$ cat src/rtl/bcd2bin.sv
// Sequential 3-digit BCD to 8-bit binary converter (reverse double-dabble, 8 iterations).
// Define BCD2BIN_CHECK_EN to flag invalid digits/out-of-range values with err and q=8'hFF.
module bcd2bin (
   input  logic       clk,
   input  logic       rst,
   input  logic       start,
   input  logic [1:0] hundreds,
   input  logic [3:0] tens,
   input  logic [3:0] ones,
   output logic [7:0] q,
   output logic       busy,
   output logic       done,
   output logic       err
);

   typedef enum logic [1:0] {
      IDLE,
      SHIFT,
      FINISH
   } stateType;

   stateType   state;
   stateType   nextState;
   logic       accept;
   logic [9:0] bcdReg;
   logic [7:0] binReg;
   logic [2:0] iterCount;
   logic [17:0] shifted;
   logic [9:0] correctedBcd;

   // State register; reset drops any conversion in flight.
   always_ff @(posedge clk or posedge rst) begin
      if (rst) begin
         state <= IDLE;
      end else begin
         state <= nextState;
      end
   end

   // Start is only honoured in IDLE, which is also the state during the done cycle.
   always_comb begin
      nextState = state;
      accept    = 1'b0;
      case (state)
         IDLE: begin
            if (start) begin
               nextState = SHIFT;
               accept    = 1'b1;
            end
         end
         SHIFT: begin
            if (iterCount == 3'd7) begin
               nextState = FINISH;
            end
         end
         FINISH: begin
            nextState = IDLE;
         end
         default: begin
            nextState = IDLE;
         end
      endcase
   end

   assign busy = (state != IDLE);

   // One reverse double-dabble step; the 2-bit hundreds field can never reach 8 after a shift.
   always_comb begin
      shifted      = {bcdReg, binReg} >> 1;
      correctedBcd = shifted[17:8];
      if (shifted[15:12] >= 4'd8) begin
         correctedBcd[7:4] = shifted[15:12] - 4'd3;
      end
      if (shifted[11:8] >= 4'd8) begin
         correctedBcd[3:0] = shifted[11:8] - 4'd3;
      end
   end

   // Datapath: latch digits on accept, iterate while shifting.
   always_ff @(posedge clk or posedge rst) begin
      if (rst) begin
         bcdReg    <= 10'd0;
         binReg    <= 8'd0;
         iterCount <= 3'd0;
      end else if (accept) begin
         bcdReg    <= {hundreds, tens, ones};
         binReg    <= 8'd0;
         iterCount <= 3'd0;
      end else if (state == SHIFT) begin
         bcdReg    <= correctedBcd;
         binReg    <= shifted[7:0];
         iterCount <= iterCount + 3'd1;
      end
   end

`ifdef BCD2BIN_CHECK_EN
   logic [9:0] inputValue;
   logic       inputInvalid;
   logic       invalidReg;

   // Validity is judged on the digits present at the accepting edge.
   always_comb begin
      inputValue   = ({8'd0, hundreds} * 10'd100) + ({6'd0, tens} * 10'd10) + {6'd0, ones};
      inputInvalid = (tens > 4'd9) || (ones > 4'd9) || (hundreds == 2'd3) || (inputValue > 10'd255);
   end

   always_ff @(posedge clk or posedge rst) begin
      if (rst) begin
         invalidReg <= 1'b0;
      end else if (accept) begin
         invalidReg <= inputInvalid;
      end
   end

   // Result registers only change on the finishing edge.
   always_ff @(posedge clk or posedge rst) begin
      if (rst) begin
         q    <= 8'h00;
         err  <= 1'b0;
         done <= 1'b0;
      end else begin
         done <= (state == FINISH);
         if (state == FINISH) begin
            q   <= invalidReg ? 8'hFF : binReg;
            err <= invalidReg;
         end
      end
   end
`else
   assign err = 1'b0;

   // Result registers only change on the finishing edge.
   always_ff @(posedge clk or posedge rst) begin
      if (rst) begin
         q    <= 8'h00;
         done <= 1'b0;
      end else begin
         done <= (state == FINISH);
         if (state == FINISH) begin
            q <= binReg;
         end
      end
   end
`endif

endmodule

$ cat config.mk
export PLATFORM = sky130hd
export DESIGN_NAME = bcd2bin
export DESIGN_NICKNAME = d
export VERILOG_FILES = /design/src/rtl/bcd2bin.sv
export SDC_FILE = /design/constraint.sdc
export NUM_CORES = 1
export LEC_CHECK = 0
export CAP_MARGIN = 20
export CELL_PAD_IN_SITES_DETAIL_PLACEMENT = 0
export CELL_PAD_IN_SITES_GLOBAL_PLACEMENT = 1
export CORE_MARGIN = 2
export CORE_UTILIZATION = 40
export DETAILED_ROUTE_END_ITERATION = 12
export GPL_TIMING_DRIVEN = 0
export PLACE_DENSITY = 0.78
export RECOVER_POWER = 50
export SYNTH_ARGS = -nofsm -noshare
export SYNTH_HDL_FRONTEND = slang
export SYNTH_SLANG_ARGS = --single-unit
$ cat constraint.sdc
create_clock -name clk -period 1.8 [get_ports clk]
set_clock_uncertainty 0.1 [all_clocks]
set_input_delay 0.18 -clock clk [delete_from_list [all_inputs] [get_ports clk]]
set_output_delay 0.18 -clock clk [all_outputs]
set_load 0.01 [all_outputs]
## After elaboration in Yosys (flattened, before gate mapping)

Cells that the tools add are included.

- Bits in registers: 32
- Output and inout port bits: 11
- Word-level logic and storage cells: 33

- Add/sub/neg operators: 3
- Order comparisons: 2
- Equality and inequality tests: 5
- Muxes and demuxes: 13
- Reduce and logical (&&, ||, !) cells: 4

Operators by type and width:

| operator | count |
|---|---|
| two-way mux 10 bit | 2 |
| two-way mux 8 bit | 2 |
| greater-or-equal comparator 4 bit, second input constant | 2 |
| two-way mux 4 bit | 2 |
| subtractor 4 x 2 -> 4 bit, second input constant | 2 |
| two-way mux 3 bit | 2 |
| two-way mux 2 bit | 2 |
| != test 2 bit, second input constant | 2 |
| one-hot mux 2 bit (2 select lines) | 1 |
| nonzero test 2 bit | 2 |
| adder 3 x 1 -> 3 bit, second input constant | 1 |
| equality test 3 bit, second input constant | 1 |
| equality test 2 x 1 -> 1 bit, second input constant | 1 |
| equality test 2 bit, second input constant | 1 |
| logical NOT 2 bit | 1 |
| two-way mux 1 bit | 2 |
| AND reduction 2 bit | 1 |

## Longest topological paths before layout

- Word-level depth: 4
- Mapped depth: 5
- Mapped depth without buffers: 5

## Worst setup path before layout

OpenSTA, ideal clock, no wires.

- Path type: register to register
- From: register state[0]
- To: register bcdReg[2]
- Data arrival time: 1.097 ns
- Data required time: 1.568 ns
- Path slack: 0.471 ns
- Stages on the path, launching flop included: 5
- Buffers on the path: 1
- Clock period less this slack: 1.329 ns
- Cell sequence: dfrtp_1 or3b_4 buf_6 nand3_2 o211ai_1

- Longest elaborated chain between the ends: 3
- Elaborated cells between the ends (all ways): 5

Ends and longest elaborated chain:

| what | RTL line | RTL |
|---|---|---|
| from (decl) | 22 | `stateType state;` |
| from (signal assigned) | 36 | `state <= nextState;` |
| logical NOT 2 bit | 44 | `case (state)` |
| two-way mux 1 bit | 44 |  |
| two-way mux 10 bit / nonzero test 2 bit (equally long branches) | n/a |  |
| to (signal assigned) | 86 | `bcdReg <= {hundreds, tens, ones};` |
| to (signal assigned) | 90 | `bcdReg <= correctedBcd;` |
| to (decl) | 25 | `logic [9:0] bcdReg;` |

Parallel ways exist; a longest one is shown, timed or not.
A chain may end at the register's enable or synchronous reset.

## Worst setup path in the final report

- From: register state[1]
- To: register q[7]

- Longest elaborated chain between the ends: 1

Ends and longest elaborated chain:

| what | RTL line | RTL |
|---|---|---|
| equality test 2 bit | 139 | `if (state == FINISH) begin` |
| to (signal assigned) | 140 | `q <= binReg;` |
| to (decl) | 10 | `output logic [7:0] q,` |

Every way passes these cells.

==> summary.txt <==
Run status
  • Result of the run: finished, final reports clean

Power
  • Post-layout power: 3310 uW
  • Switching power summed over all nets: 1176 uW
  • Portion of total power attributed to sequential cells: 39.8%
  • Switching share of power: 35.54%
  • Combinational cell fraction of total power: 40.1%
  • Static Leakage: 0.0008794 uW
  • Total power divided by cell area: 1751 nW/um^2
  • Peak supply drop: 0.6647 mV
  • Clock share of power: 20.1%
  • Cell-internal power: 2133 uW

GRT
  • First-pass GRT wire length: 4809 um
  • Final global-route overflow total: 0
  • Largest net degree at the start of global routing: 21
  • Total global-route track usage: 14.91%
  • Antenna violations before repair: 0
  • Vias in the first global route: 1057

Finish
  • Sequential cell area: 800.8 um^2
  • Multi-input combinational cell area: 613.1 um^2
  • Fin nets: 194
  • Growth of design area from synthesis to finish: 26.87%
  • Antenna Cells: 0
  • Final-layout fill cell count: 350
  • Share of final-layout standard cells stronger than drive strength 1: 15.91%
  • Layout Cells excl Fill: 224

Synth
  • Number of different library cells in the post-synthesis netlist: 26
  • Total nets after synthesis: 163
  • Synth area leader: sky130_fd_sc_hd__dfrtp_1
  • Yosys Warn Count: 0
  • Number of register bits inferred by synthesis: 32
  • Area fraction of the dominant cell type after synthesis: 53.74%
  • Sequential share of the synthesized area: 53.74%
  • Average footprint of a synthesized cell: 10.35 um^2
  • Most area-consuming cells after synthesis: sky130_fd_sc_hd__dfrtp_1, sky130_fd_sc_hd__nand2_1, sky130_fd_sc_hd__mux2_2, sky130_fd_sc_hd__ha_1, sky130_fd_sc_hd__nand3_1
  • Mapped Cells: 144
  • Synthesized cell area: 1490 um^2

Clock network
  • Root Buffer Master: sky130_fd_sc_hd__clkbuf_8
  • Hold_buf cts: 0
  • Source-to-sink clock delay at the later pin of the worst-skew pair: 0.28 ns
  • # clock sinks: 32
  • CTS Buffer Depth: 2
  • Clock buffers created by TritonCTS: 5
  • Clk pin slew, worst setup/hold paths: 0.07 ns
  • H-tree depth: 2
  • Clock tree from TritonCTS: done

Route
  • Number of detailed-route iterations in the first pass: 2
  • Met3 Wirelength: 89 um
  • WL met1: 1367 um
  • Wirelength per Cell: 12.65 um
  • ANT nets after route: 0
  • Detailed route wirelength on metal2: 1339 um
  • DRC violation count after routing: 0
  • Number of vias per cell after detailed routing: 4.826
  • Final routed wirelength across all metal layers: 2833 um
  • Detailed Route Iter0 Violations: 55
  • Top Metal Used: met4
  • Detailed-route via count: 1081

Die
  • Core box area: 3633 um^2
  • Floorplan die width: 65.04 um
  • Placement row count: 22
  • Initial standard-cell utilization of the core: 41.01%
  • Top-level I/O count: 24
  • Die footprint: 4230 um^2
  • Die Y-Extent: 65.04 um

Setup path
  • Minimum setup slack among reg-to-reg paths: 0.25 ns
  • Slowest stage cell on the critical path: sky130_fd_sc_hd__dfrtp_1
  • Number of stages on the worst setup path: 3
  • CP endpoint kind: flip-flop
  • Buffers plus inverters on the worst setup path: 1
  • CP startpoint kind: flip-flop
  • Worst-path cell chain: nor2b_1 > clkbuf_1 > mux2_2
  • Launch instance of the worst register-to-register path: state[1]$_DFFE_PP0P_
  • Kind of cell adding the most delay to the critical path: flip-flops
  • Largest stage delay on the critical path: 0.42 ns
  • Destination of the worst register-to-register timing path: q[7]$_DFFE_PP0P_
  • Worst setup path class: flip-flop to flip-flop
  • Data required, critical path: 1.86 ns
  • Reg2Reg Depth: 3
  • Biggest fanout along the worst timing path: 9
  • Arr. time, crit path: 1.61 ns

STA
  • Final-layout setup total negative slack: 0 ns
  • Setup repair after global routing missed its margin: false
  • Achievable clock frequency: 645.2 MHz
  • Transition at the pin with the smallest max-transition slack: 0.6512 ns
  • Period utilisation layout: 86.10%
  • Post-layout minimum cycle time: 1.550 ns
  • Slew Limit Fails: 0
  • Relative slew slack: 56.40%
  • Final setup violating endpoints: 0
  • Hold Fails Final Rpt: 0

Run
  • Count of maximum capacitance violations: 0

Placement
  • Detailed placement HPWL: 1932 um
  • Gpl congestion: 0.7455
  • Number of port buffers: 22
  • Total placed cells including tap cells: 215

Min path
  • Class of the tightest hold or removal check: input pin to asynchronous set/reset pin
-- cell usage in the layout, fill, tap and decap left out, types with 2 or more instances in the layout --
master,count
sky130_fd_sc_hd__inv_1,5
sky130_fd_sc_hd__dfrtp_1,32
sky130_fd_sc_hd__o211a_1,2
sky130_fd_sc_hd__xnor2_1,2
sky130_fd_sc_hd__o21ai_0,9
sky130_fd_sc_hd__buf_6,2
sky130_fd_sc_hd__nor2b_1,4
sky130_fd_sc_hd__clkdlybuf4s50_1,20
sky130_fd_sc_hd__mux2_2,8
sky130_fd_sc_hd__nor2_1,2
sky130_fd_sc_hd__a31oi_1,2
sky130_fd_sc_hd__buf_2,2
sky130_fd_sc_hd__ha_1,6
sky130_fd_sc_hd__o21ai_1,5
sky130_fd_sc_hd__clkbuf_1,3
sky130_fd_sc_hd__xor2_1,2
sky130_fd_sc_hd__clkbuf_8,5
sky130_fd_sc_hd__nand3_1,13
sky130_fd_sc_hd__o211ai_1,2
sky130_fd_sc_hd__nand2_1,33
sky130_fd_sc_hd__nand3_2,2
sky130_fd_sc_hd__buf_4,3
-- layer usage --
metal,up-vias,track usage [%]
li1,537,-
met1,526,19.78
met2,16,22.42
met3,2,4.340
met4,0,7.031
met5,-,0
-- flip-flops by register name, indices dropped and copies added (netlist names) --
register	cells
bcdReg	10
q	8
iterCount	3
binReg	8
state	2
done	1
-- kinds of logic (layout without fill, tap and decap cells) --
logic type | count (synthesis) | count (layout) | synth area share, %
compound gates | 21 | 21 | 8.396
flops | 32 | 32 | 53.74
simple gates | 59 | 59 | 19.06
other cells | 1 | 1 | 0.2516
xor+xnor | 4 | 4 | 2.351
buf+inv | 13 | 45 | 5.122
fa+ha+maj | 6 | 6 | 5.038
mux | 8 | 8 | 6.046
-- cell type report --
cell class                 count  share of cell area, %
sequential                    32                  42.36
multi-input combinational     99                  32.43
timing repair buffer          24                  12.44
clock buffer                   6                  3.839
tap                           48                  3.177
buffer                         8                  2.912
clock inverter                 2                  1.853
inverter                       5                 0.9927
-- worst reg2reg max path: stages, from the launching register on --
cell	delay, ns
sky130_fd_sc_hd__dfrtp_1	0.42
sky130_fd_sc_hd__nor2b_1	0.15
sky130_fd_sc_hd__clkbuf_1	0.38
sky130_fd_sc_hd__mux2_2	0.39
-- per-stage QoR --
stage | setup WS, ns | utilization (%) | hold slack, ns | area, um^2
after floorplan | 0.4706 | - | 0.1854 | 1490
after CTS | 0.005887 | 52.44 | 0.1875 | 1906
after global routing | 0.1456 | 52.03 | 0.3059 | 1891
final | 0.2501 | 52.03 | 0.2658 | 1891
after detailed placement | 0.1273 | 49.48 | 0.3752 | 1798
after global placement | 0.06769 | 48.73 | 0.3695 | 1770
-- power by group through the flow --
stage | clock network (uW) | logic, uW | registers (uW)
after CTS | 680 | 1350 | 1320
after global placement | 0 | 1290 | 1310
after global routing | 710 | 1490 | 1370
after floorplan | 0 | 878 | 1300
after detailed placement | 0 | 1340 | 1330
final | 666 | 1330 | 1320
-- repair_timing --
item	in CTS	in global routing
setup buffers	0	1
setup endpoints to repair	0	1
gates resized for setup	0	2
hold endpoints to repair	0	0
-- how the worst max path moves through the flow --
stage	startpoint	end	slack, ns
6_report	state[1]$_DFFE_PP0P_	q[7]$_DFFE_PP0P_	0.25
3_5_place_dp	start	bcdReg[8]$_DFFE_PP0P_	0.13
4_1_cts	state[0]$_DFFE_PP0P_	busy	0.006
2_1_floorplan	state[0]$_DFFE_PP0P_	bcdReg[2]$_DFFE_PP0P_	0.47
3_3_place_gp	rst	q[0]$_DFFE_PP0P_	0.07
5_1_grt	state[1]$_DFFE_PP0P_	q[0]$_DFFE_PP0P_	0.15
-- synth_stat cells (all sizes together) --
cell,number
or2,1
dfrtp,32
mux2,8
nand2,33
nor2b,4
conb,1
o211a,2
o211ai,2
o21ai,14
and2,1
a22oi,1
inv,5
nor2,2
xor2,2
ha,6
nor3b,1
buf,8
nand3,15
or3b,1
xnor2,2
nand2b,1
a31oi,2
No activity file was read; power rests on OpenSTA's default activity.
